[config.mk]
export PLATFORM = sky130hd
export DESIGN_NAME = lv1_bus_req_ctrl
export DESIGN_NICKNAME = d
export VERILOG_FILES = /design/src/rtl/lv1_bus_req_ctrl.sv
export SDC_FILE = /design/constraint.sdc
export NUM_CORES = 1
export LEC_CHECK = 0
export CORE_MARGIN = 5
export CORE_UTILIZATION = 37
export DETAILED_ROUTE_END_ITERATION = 7
export PLACE_DENSITY = 0.78
export RECOVER_POWER = 50
export SETUP_SLACK_MARGIN = 0.1
export SLEW_MARGIN = 0
export SYNTH_ARGS = -nofsm -noshare
export SYNTH_HDL_FRONTEND = slang
export SYNTH_SLANG_ARGS = --single-unit
[constraint.sdc]
create_clock -name clk -period 1.5 [get_ports clk]
set_input_delay 0.15 -clock clk [delete_from_list [all_inputs] [get_ports clk]]
set_output_delay 0.15 -clock clk [all_outputs]
set_load 0.01 [all_outputs]
[src/rtl/lv1_bus_req_ctrl.sv]
// -----------------------------------------------------------------------------
// lv1_bus_req_ctrl
//
// Cache-to-bus request controller. It takes one CPU miss/upgrade request,
// arbitrates for the bus, issues exactly one bus command and reports the MESI
// fill state when the transaction completes.
//
// FSM: IDLE -> ARB -> WAIT -> DONE -> IDLE. Every output is a flop.
//
// Ports
//   clk, rst_n               single clock, async active-low reset
//   cpu_rd_miss              read miss        (held by the CPU until req_done)
//   cpu_wr_miss              write miss       (held by the CPU until req_done)
//   cpu_wr_hit_shared        upgrade request  (held by the CPU until req_done)
//   cpu_addr[ADDR_WID-1:0]   block address of the request
//   bus_gnt                  arbiter grant
//   data_in_bus              fill data valid, completes bus_rd / bus_rdx
//   all_invalidation_done    all snoopers acked, completes invalidate
//   shared                   another cache holds the line (sampled at completion)
//   bus_req                  arbitration request
//   bus_rd/bus_rdx/invalidate bus command, one-hot or all zero
//   bus_addr[ADDR_WID-1:0]   latched command address
//   req_done                 one-cycle completion pulse
//   new_state[1:0]           MESI fill state (I=00 S=01 E=10 M=11), valid with req_done
//   req_err                  timeout abort flag, valid with req_done
//
// Optional feature: define LV1_BUS_TIMEOUT_EN to abort a WAIT phase that lasts
// TIMEOUT_CYC cycles without completion (req_err=1, new_state=I). Without the
// macro WAIT lasts until completion and req_err is constant 0.
// -----------------------------------------------------------------------------
module lv1_bus_req_ctrl #(
  parameter int unsigned ADDR_WID    = 32,
  parameter int unsigned TIMEOUT_CYC = 64
) (
  input  logic                clk,
  input  logic                rst_n,
  input  logic                cpu_rd_miss,
  input  logic                cpu_wr_miss,
  input  logic                cpu_wr_hit_shared,
  input  logic [ADDR_WID-1:0] cpu_addr,
  input  logic                bus_gnt,
  input  logic                data_in_bus,
  input  logic                all_invalidation_done,
  input  logic                shared,
  output logic                bus_req,
  output logic                bus_rd,
  output logic                bus_rdx,
  output logic                invalidate,
  output logic [ADDR_WID-1:0] bus_addr,
  output logic                req_done,
  output logic [1:0]          new_state,
  output logic                req_err
);

  typedef enum logic [1:0] {
    ST_IDLE = 2'd0,
    ST_ARB  = 2'd1,
    ST_WAIT = 2'd2,
    ST_DONE = 2'd3
  } state_e;

  typedef enum logic [1:0] {
    REQ_RD  = 2'd0,  // read miss      -> bus_rd
    REQ_RDX = 2'd1,  // write miss     -> bus_rdx
    REQ_INV = 2'd2   // upgrade        -> invalidate
  } req_e;

  localparam logic [1:0] MESI_I = 2'b00;
  localparam logic [1:0] MESI_S = 2'b01;
  localparam logic [1:0] MESI_E = 2'b10;
  localparam logic [1:0] MESI_M = 2'b11;

  state_e                state_q, state_d;
  req_e                  req_q, req_d;
  logic [ADDR_WID-1:0]   addr_q, addr_d;
  logic                  bus_req_q, bus_req_d;
  logic                  bus_rd_q, bus_rd_d;
  logic                  bus_rdx_q, bus_rdx_d;
  logic                  inv_q, inv_d;
  logic                  req_done_q, req_done_d;
  logic [1:0]            new_state_q, new_state_d;
  logic                  complete;

`ifdef LV1_BUS_TIMEOUT_EN
  localparam int unsigned           CNT_W  = $clog2(TIMEOUT_CYC + 1);
  localparam logic [CNT_W-1:0]      CNT_TO = CNT_W'(TIMEOUT_CYC);
  logic [CNT_W-1:0]                 cnt_q, cnt_d, cnt_inc;
  logic                             req_err_q, req_err_d;

  assign cnt_inc = cnt_q + 1'b1;
`endif

  // An upgrade finishes on the snoop ack, a read/rdx on fill data; the other
  // completion input is deliberately ignored.
  assign complete = (req_q == REQ_INV) ? all_invalidation_done : data_in_bus;

  // NOTE: combinational next-state logic uses blocking '=', the flop block
  // below uses non-blocking '<='; mixing them up creates sim/synth mismatches.
  always_comb begin
    // NOTE: every *_d gets a default first, so no path can infer a latch.
    state_d     = state_q;
    req_d       = req_q;
    addr_d      = addr_q;
    bus_req_d   = bus_req_q;
    bus_rd_d    = bus_rd_q;
    bus_rdx_d   = bus_rdx_q;
    inv_d       = inv_q;
    req_done_d  = 1'b0;
    new_state_d = new_state_q;
`ifdef LV1_BUS_TIMEOUT_EN
    cnt_d       = cnt_q;
    req_err_d   = req_err_q;
`endif

    unique case (state_q)
      ST_IDLE: begin
        if (cpu_wr_miss || cpu_wr_hit_shared || cpu_rd_miss) begin
          // Only the highest-priority request is latched.
          if (cpu_wr_miss)            req_d = REQ_RDX;
          else if (cpu_wr_hit_shared) req_d = REQ_INV;
          else                        req_d = REQ_RD;
          addr_d    = cpu_addr;
          bus_req_d = 1'b1;
          state_d   = ST_ARB;
        end
      end

      ST_ARB: begin
        if (bus_gnt) begin
          bus_rd_d  = (req_q == REQ_RD);
          bus_rdx_d = (req_q == REQ_RDX);
          inv_d     = (req_q == REQ_INV);
          state_d   = ST_WAIT;
`ifdef LV1_BUS_TIMEOUT_EN
          cnt_d     = '0;
`endif
        end
      end

      ST_WAIT: begin
        // Completion is checked first so it wins over a same-cycle timeout.
        if (complete) begin
          bus_req_d   = 1'b0;
          bus_rd_d    = 1'b0;
          bus_rdx_d   = 1'b0;
          inv_d       = 1'b0;
          req_done_d  = 1'b1;
          new_state_d = (req_q == REQ_RD) ? (shared ? MESI_S : MESI_E) : MESI_M;
          state_d     = ST_DONE;
`ifdef LV1_BUS_TIMEOUT_EN
          req_err_d   = 1'b0;
        end else begin
          // cnt_inc counts the WAIT cycles elapsed including this one.
          cnt_d = cnt_inc;
          if (cnt_inc == CNT_TO) begin
            bus_req_d   = 1'b0;
            bus_rd_d    = 1'b0;
            bus_rdx_d   = 1'b0;
            inv_d       = 1'b0;
            req_done_d  = 1'b1;
            new_state_d = MESI_I;
            req_err_d   = 1'b1;
            state_d     = ST_DONE;
          end
`endif
        end
      end

      ST_DONE: begin
        // Fill state and error are only meaningful during the req_done pulse.
        new_state_d = MESI_I;
`ifdef LV1_BUS_TIMEOUT_EN
        req_err_d   = 1'b0;
`endif
        state_d     = ST_IDLE;
      end

      default: state_d = ST_IDLE;
    endcase
  end

  always_ff @(posedge clk or negedge rst_n) begin
    if (!rst_n) begin
      state_q     <= ST_IDLE;
      req_q       <= REQ_RD;
      addr_q      <= '0;
      bus_req_q   <= 1'b0;
      bus_rd_q    <= 1'b0;
      bus_rdx_q   <= 1'b0;
      inv_q       <= 1'b0;
      req_done_q  <= 1'b0;
      new_state_q <= MESI_I;
`ifdef LV1_BUS_TIMEOUT_EN
      cnt_q       <= '0;
      req_err_q   <= 1'b0;
`endif
    end else begin
      state_q     <= state_d;
      req_q       <= req_d;
      addr_q      <= addr_d;
      bus_req_q   <= bus_req_d;
      bus_rd_q    <= bus_rd_d;
      bus_rdx_q   <= bus_rdx_d;
      inv_q       <= inv_d;
      req_done_q  <= req_done_d;
      new_state_q <= new_state_d;
`ifdef LV1_BUS_TIMEOUT_EN
      cnt_q       <= cnt_d;
      req_err_q   <= req_err_d;
`endif
    end
  end

  assign bus_req    = bus_req_q;
  assign bus_rd     = bus_rd_q;
  assign bus_rdx    = bus_rdx_q;
  assign invalidate = inv_q;
  assign bus_addr   = addr_q;
  assign req_done   = req_done_q;
  assign new_state  = new_state_q;
`ifdef LV1_BUS_TIMEOUT_EN
  assign req_err    = req_err_q;
`else
  assign req_err    = 1'b0;
`endif

endmodule

Yosys cells after proc, flatten, opt, wreduce, memory -nomap -nowiden
Index checks and enable logic that the tools add are counted.

cells by class
  bitwise logic cells = 0
  $mul = 0
  shift operators = 0
  add/sub/neg operators = 0
  magnitude comparators = 0
  eq/ne operators = 8
  reduce and logical (&&, ||, !) cells = 12
  mux-type cells = 22
  div/mod/pow operators = 0

operators by type and width
  operator            number
  $mux 2              8
  $reduce_and 3->1    3
  $mux 1              8
  $pmux 1 s2          4
  $pmux 2 s4          1
  $eq 2x2->1 const B  3
  $ne 2x2->1 const B  3
  $reduce_bool 2->1   3
  $eq 2x1->1 const B  2
  $logic_not 2->1     2
  $pmux 2 s2          1
  $reduce_and 2->1    2
  $logic_or 1x1->1    2

word-level totals
  word-level logic and storage cells = 51
  latch bits = 0
  memory bits (writable) = 0
  memory bits (read-only) = 0
  flip-flop bits (word level) = 43
  bits of input ports = 41
  memories kept = 0

Longest topological paths before layout
  depth after elaboration = 4
  mapped depth = 7

Worst setup path before layout
No wires, ideal clock.

  kind = register to register
  from = register state_q[0]
  to = register addr_q[25], in the netlist bus_addr[25]
  buffers on the path = 2
  arrival = 1.353 ns
  path slack = 0.019 ns
  cell stages (with the launch flop) = 7
  clock period less this slack = 1.481 ns
  data required time = 1.373 ns
  cell sequence = dfrtp_1 > inv_1 > ha_1 > nand2b_1 > buf_4 > buf_6 > mux2_1

on the way
  word-level cells in the longest chain between the ends = 2

RTL lines
  what                        RTL line  source
  start, declared             73        state_e state_q, state_d;
  start signal, assigned      198       state_q <= state_d;
  $logic_not 2->1             115       unique case (state_q)
  $reduce_and 2->1 (no line)  n/a
  end signal, assigned        200       addr_q <= addr_d;
  end, declared               75        logic [ADDR_WID-1:0] addr_q, addr_d;

Every way passes these cells.
A chain may end at the register's enable or synchronous reset.

Worst setup path after layout
  from = register new_state_q[0], in the netlist new_state[0]
  to = output port new_state[0]

RTL lines
  what                    RTL line  source
  start, declared         81        logic [1:0] new_state_q, new_state_d;
  start signal, assigned  206       new_state_q <= new_state_d;
  end, declared           51        output logic [1:0] new_state,

No word-level cell between the ends.

==> impl_metrics.env <==
export IMPL_clkSinkCount=43
export IMPL_outcome="finished, final reports clean"
export IMPL_min_period_ps=1410
export IMPL_grt_total_usage=0.133
export IMPL_design_area_um2=3020
export IMPL_synth_commonest_cells="dfrtp_1 (43), mux2_2 (31), nand2_1 (6), inv_1 (5)"
export IMPL_worst_setup_path_end_kind="output pin"
export IMPL_whs_ps=453
export IMPL_nNetsFinal=268
export IMPL_leakage_uw=0.00130
export IMPL_post_drt_wl_per_cell_um=14.2
export IMPL_nFillCells=393
export IMPL_synth_flop_cell="dfrtp_1"
export IMPL_initialDrtViolationCount=23
export IMPL_synth_seq_cells=43
export IMPL_drc=0
export IMPL_diodes=0
export IMPL_critPathTopFamily="buffers and inverters"
export IMPL_first_pass_iters=4
export IMPL_ios=81
export IMPL_htreeDepth=2
export IMPL_place_inst=277
export IMPL_syn_inst=125
export IMPL_yosysTopAreaCell="dfrtp_1"
export IMPL_tightest_slew_ps=930
export IMPL_rsz0062_at_grt="yes"
export IMPL_grt_pass1_wl_um=6530
export IMPL_synth_area_leaders="dfrtp_1 (59%), mux2_2 (19%), mux2_4 (3.3%), ha_1 (2.7%), buf_6 (1.8%)"
export IMPL_cp_slowest_cell="dlygate4sd3_1"
export IMPL_vias=1319
export IMPL_synthDistinctLibCells=28
export IMPL_max_stage_delay_ps=600
export IMPL_fin_worst_skew_ps=6.09
export IMPL_placed_area_um2=2770
export IMPL_synth_area_um2=1840
export IMPL_yosysMostFrequentCell="dfrtp_1"
export IMPL_synthArstFlopShare=1.00
export IMPL_area_growth_pct=64.2
export IMPL_cap_violations=0
export IMPL_synth_enable_flop_cells=0
export IMPL_cts_buffers_inserted=5
export IMPL_finalCritPeriodShare=0.942
export IMPL_worst_setup_path_type="reg -> out"
export IMPL_path_max_fanout=2
export IMPL_path_buf_inv=1
export IMPL_drive_gt1_frac=0.330
export IMPL_power_total_uw=6620
export IMPL_synth_top_area_share=0.586
export IMPL_antenna_found_initial=0
export IMPL_cp_required_ps=1350
export IMPL_synth_area_per_cell_um2=14.7
export IMPL_p_per_area_nw_per_um2=2190
export IMPL_hp_class="in -> reg"
export IMPL_initial_core_util=0.384
export IMPL_dpl_hpwl_um=2990
export IMPL_clockBufferDepth=2
export IMPL_dieArea_um2=6470
export IMPL_ys_seq_area_frac=0.586
export IMPL_layout_cells_non_filler=291
export IMPL_peakVddDrop_mv=0.944
export IMPL_globalplace_congestion=0.776
export IMPL_path_cells="dlygate4sd3_1"
export IMPL_io_buffers=79
export IMPL_cts_tree="done"
export IMPL_grt_max_degree=44
export IMPL_fmax_ghz=0.707
export IMPL_num_rows=25
export IMPL_cts_clk_slew_worst_paths_ps=80
export IMPL_postRouteAntennaNets=0
export IMPL_setup_viol=0
export IMPL_grt_pass1_vias=1347
export IMPL_wirelength_um=4120
export IMPL_cts_root_buf="clkbuf_8"
export IMPL_arrival_ps=1260
export IMPL_die_y_um=80.5
export IMPL_overflow=0
export IMPL_yosysWarnings=0
export IMPL_crit_path_start_kind="register"
export IMPL_synth_fp_nets=170
export IMPL_die_w_um=80.5
export IMPL_report_final_slew_viol_count=0
export IMPL_slew_limit_headroom=0.380
export IMPL_viasPerCell=4.53
export IMPL_fin_util=0.630
export IMPL_clock_latency_ps=290
export IMPL_core_area_um2=4790
export IMPL_hold_viol_final=0
[routing by layer]
metal | track usage | part of all wire | wire, µm | up-vias
li1 | - | - | - | 630
met3 | 0.0448 | 0.083 | 342 | 6
met4 | 0.0304 | 0.0092 | 38 | 0
met1 | 0.173 | 0.44 | 1800 | 628
met5 | 0 | 0 | 0 | -
met2 | 0.212 | 0.47 | 1940 | 55
[registers in the layout, summed over array words and instances (netlist names)]
register and flops:
bus_rdx 1, state_q 2, bus_rd 1, bus_addr 32
bus_req 1, new_state 2, req_q 2, req_done 1
invalidate 1
[cell families (layout without fill, tap and decap cells)]
kind of cell               count (synthesis)  count (layout)  synth area share
muxes                                     37              37             0.234
and+or+nand+nor                           20              20            0.0668
buffers and inverters                     10             109            0.0368
DFF                                       43              43             0.586
AOI/OAI and AO/OA                         10              10            0.0470
other                                      1               1           0.00204
adders and majority gates                  4               4            0.0272
[cell type report]
cell class                 instances  area, µm²  share of cell area
multi-input combinational         72        759               0.252
clock buffer                       6       72.6              0.0241
inverter                           5       18.8             0.00622
clock inverter                     2       60.1              0.0199
timing repair buffer              96        946               0.314
tap                               67       83.8              0.0278
sequential                        43       1080               0.357
[layout by cell type, fill, tap and decap left out, types with 3 or more instances in the layout]
master / count
clkdlybuf4s50_1: 63
dfrtp_1: 43
mux2_2: 31
dlygate4sd3_1: 11
buf_4: 10
nand2_1: 6
clkbuf_8: 5
clkdlybuf4s25_1: 5
mux2_4: 4
inv_1: 3
[metrics by stage]
stage	TNS [ps]	setup WS [ps]
floorplan	0	102
global placement	-6260	-195
detailed placement	-8890	-287
global route	0	33.0
finish	0	86.3
CTS	0	98.7
[worst paths after layout]
check	start	to	slack, ps	cells past startpoint
setup / recovery	new_state[0]	new_state[0]	90	1
hold reg to reg	bus_addr[28]	bus_addr[28]	500	1
min in group asynchronous	rst_n	new_state[1]	630	3
setup reg to reg	state_q[1]	bus_rdx	100	5
hold / removal	cpu_addr[25]	bus_addr[25]	450	2
max in group asynchronous	rst_n	bus_addr[28]	300	3
[power by group]
group          total (µW)  internal (µW)  switching (µW)
Sequential           2040           1740             293
Clock                1040            665             370
Combinational        3540           2200            1350
Total                6620           4610            2010
[timing repair]
| item | 4_1_cts | 5_1_grt |
|---|---|---|
| cloned | 1 | 0 |
| hold endpoints to repair | 43 | 0 |
| gates resized for setup | 7 | 13 |
| setup endpoints to repair | 34 | 43 |
| hold buffers | 1 | 0 |
| setup buffers | 2 | 2 |
| pin swaps | 1 | 3 |
Power figures use the tool's default switching activity.
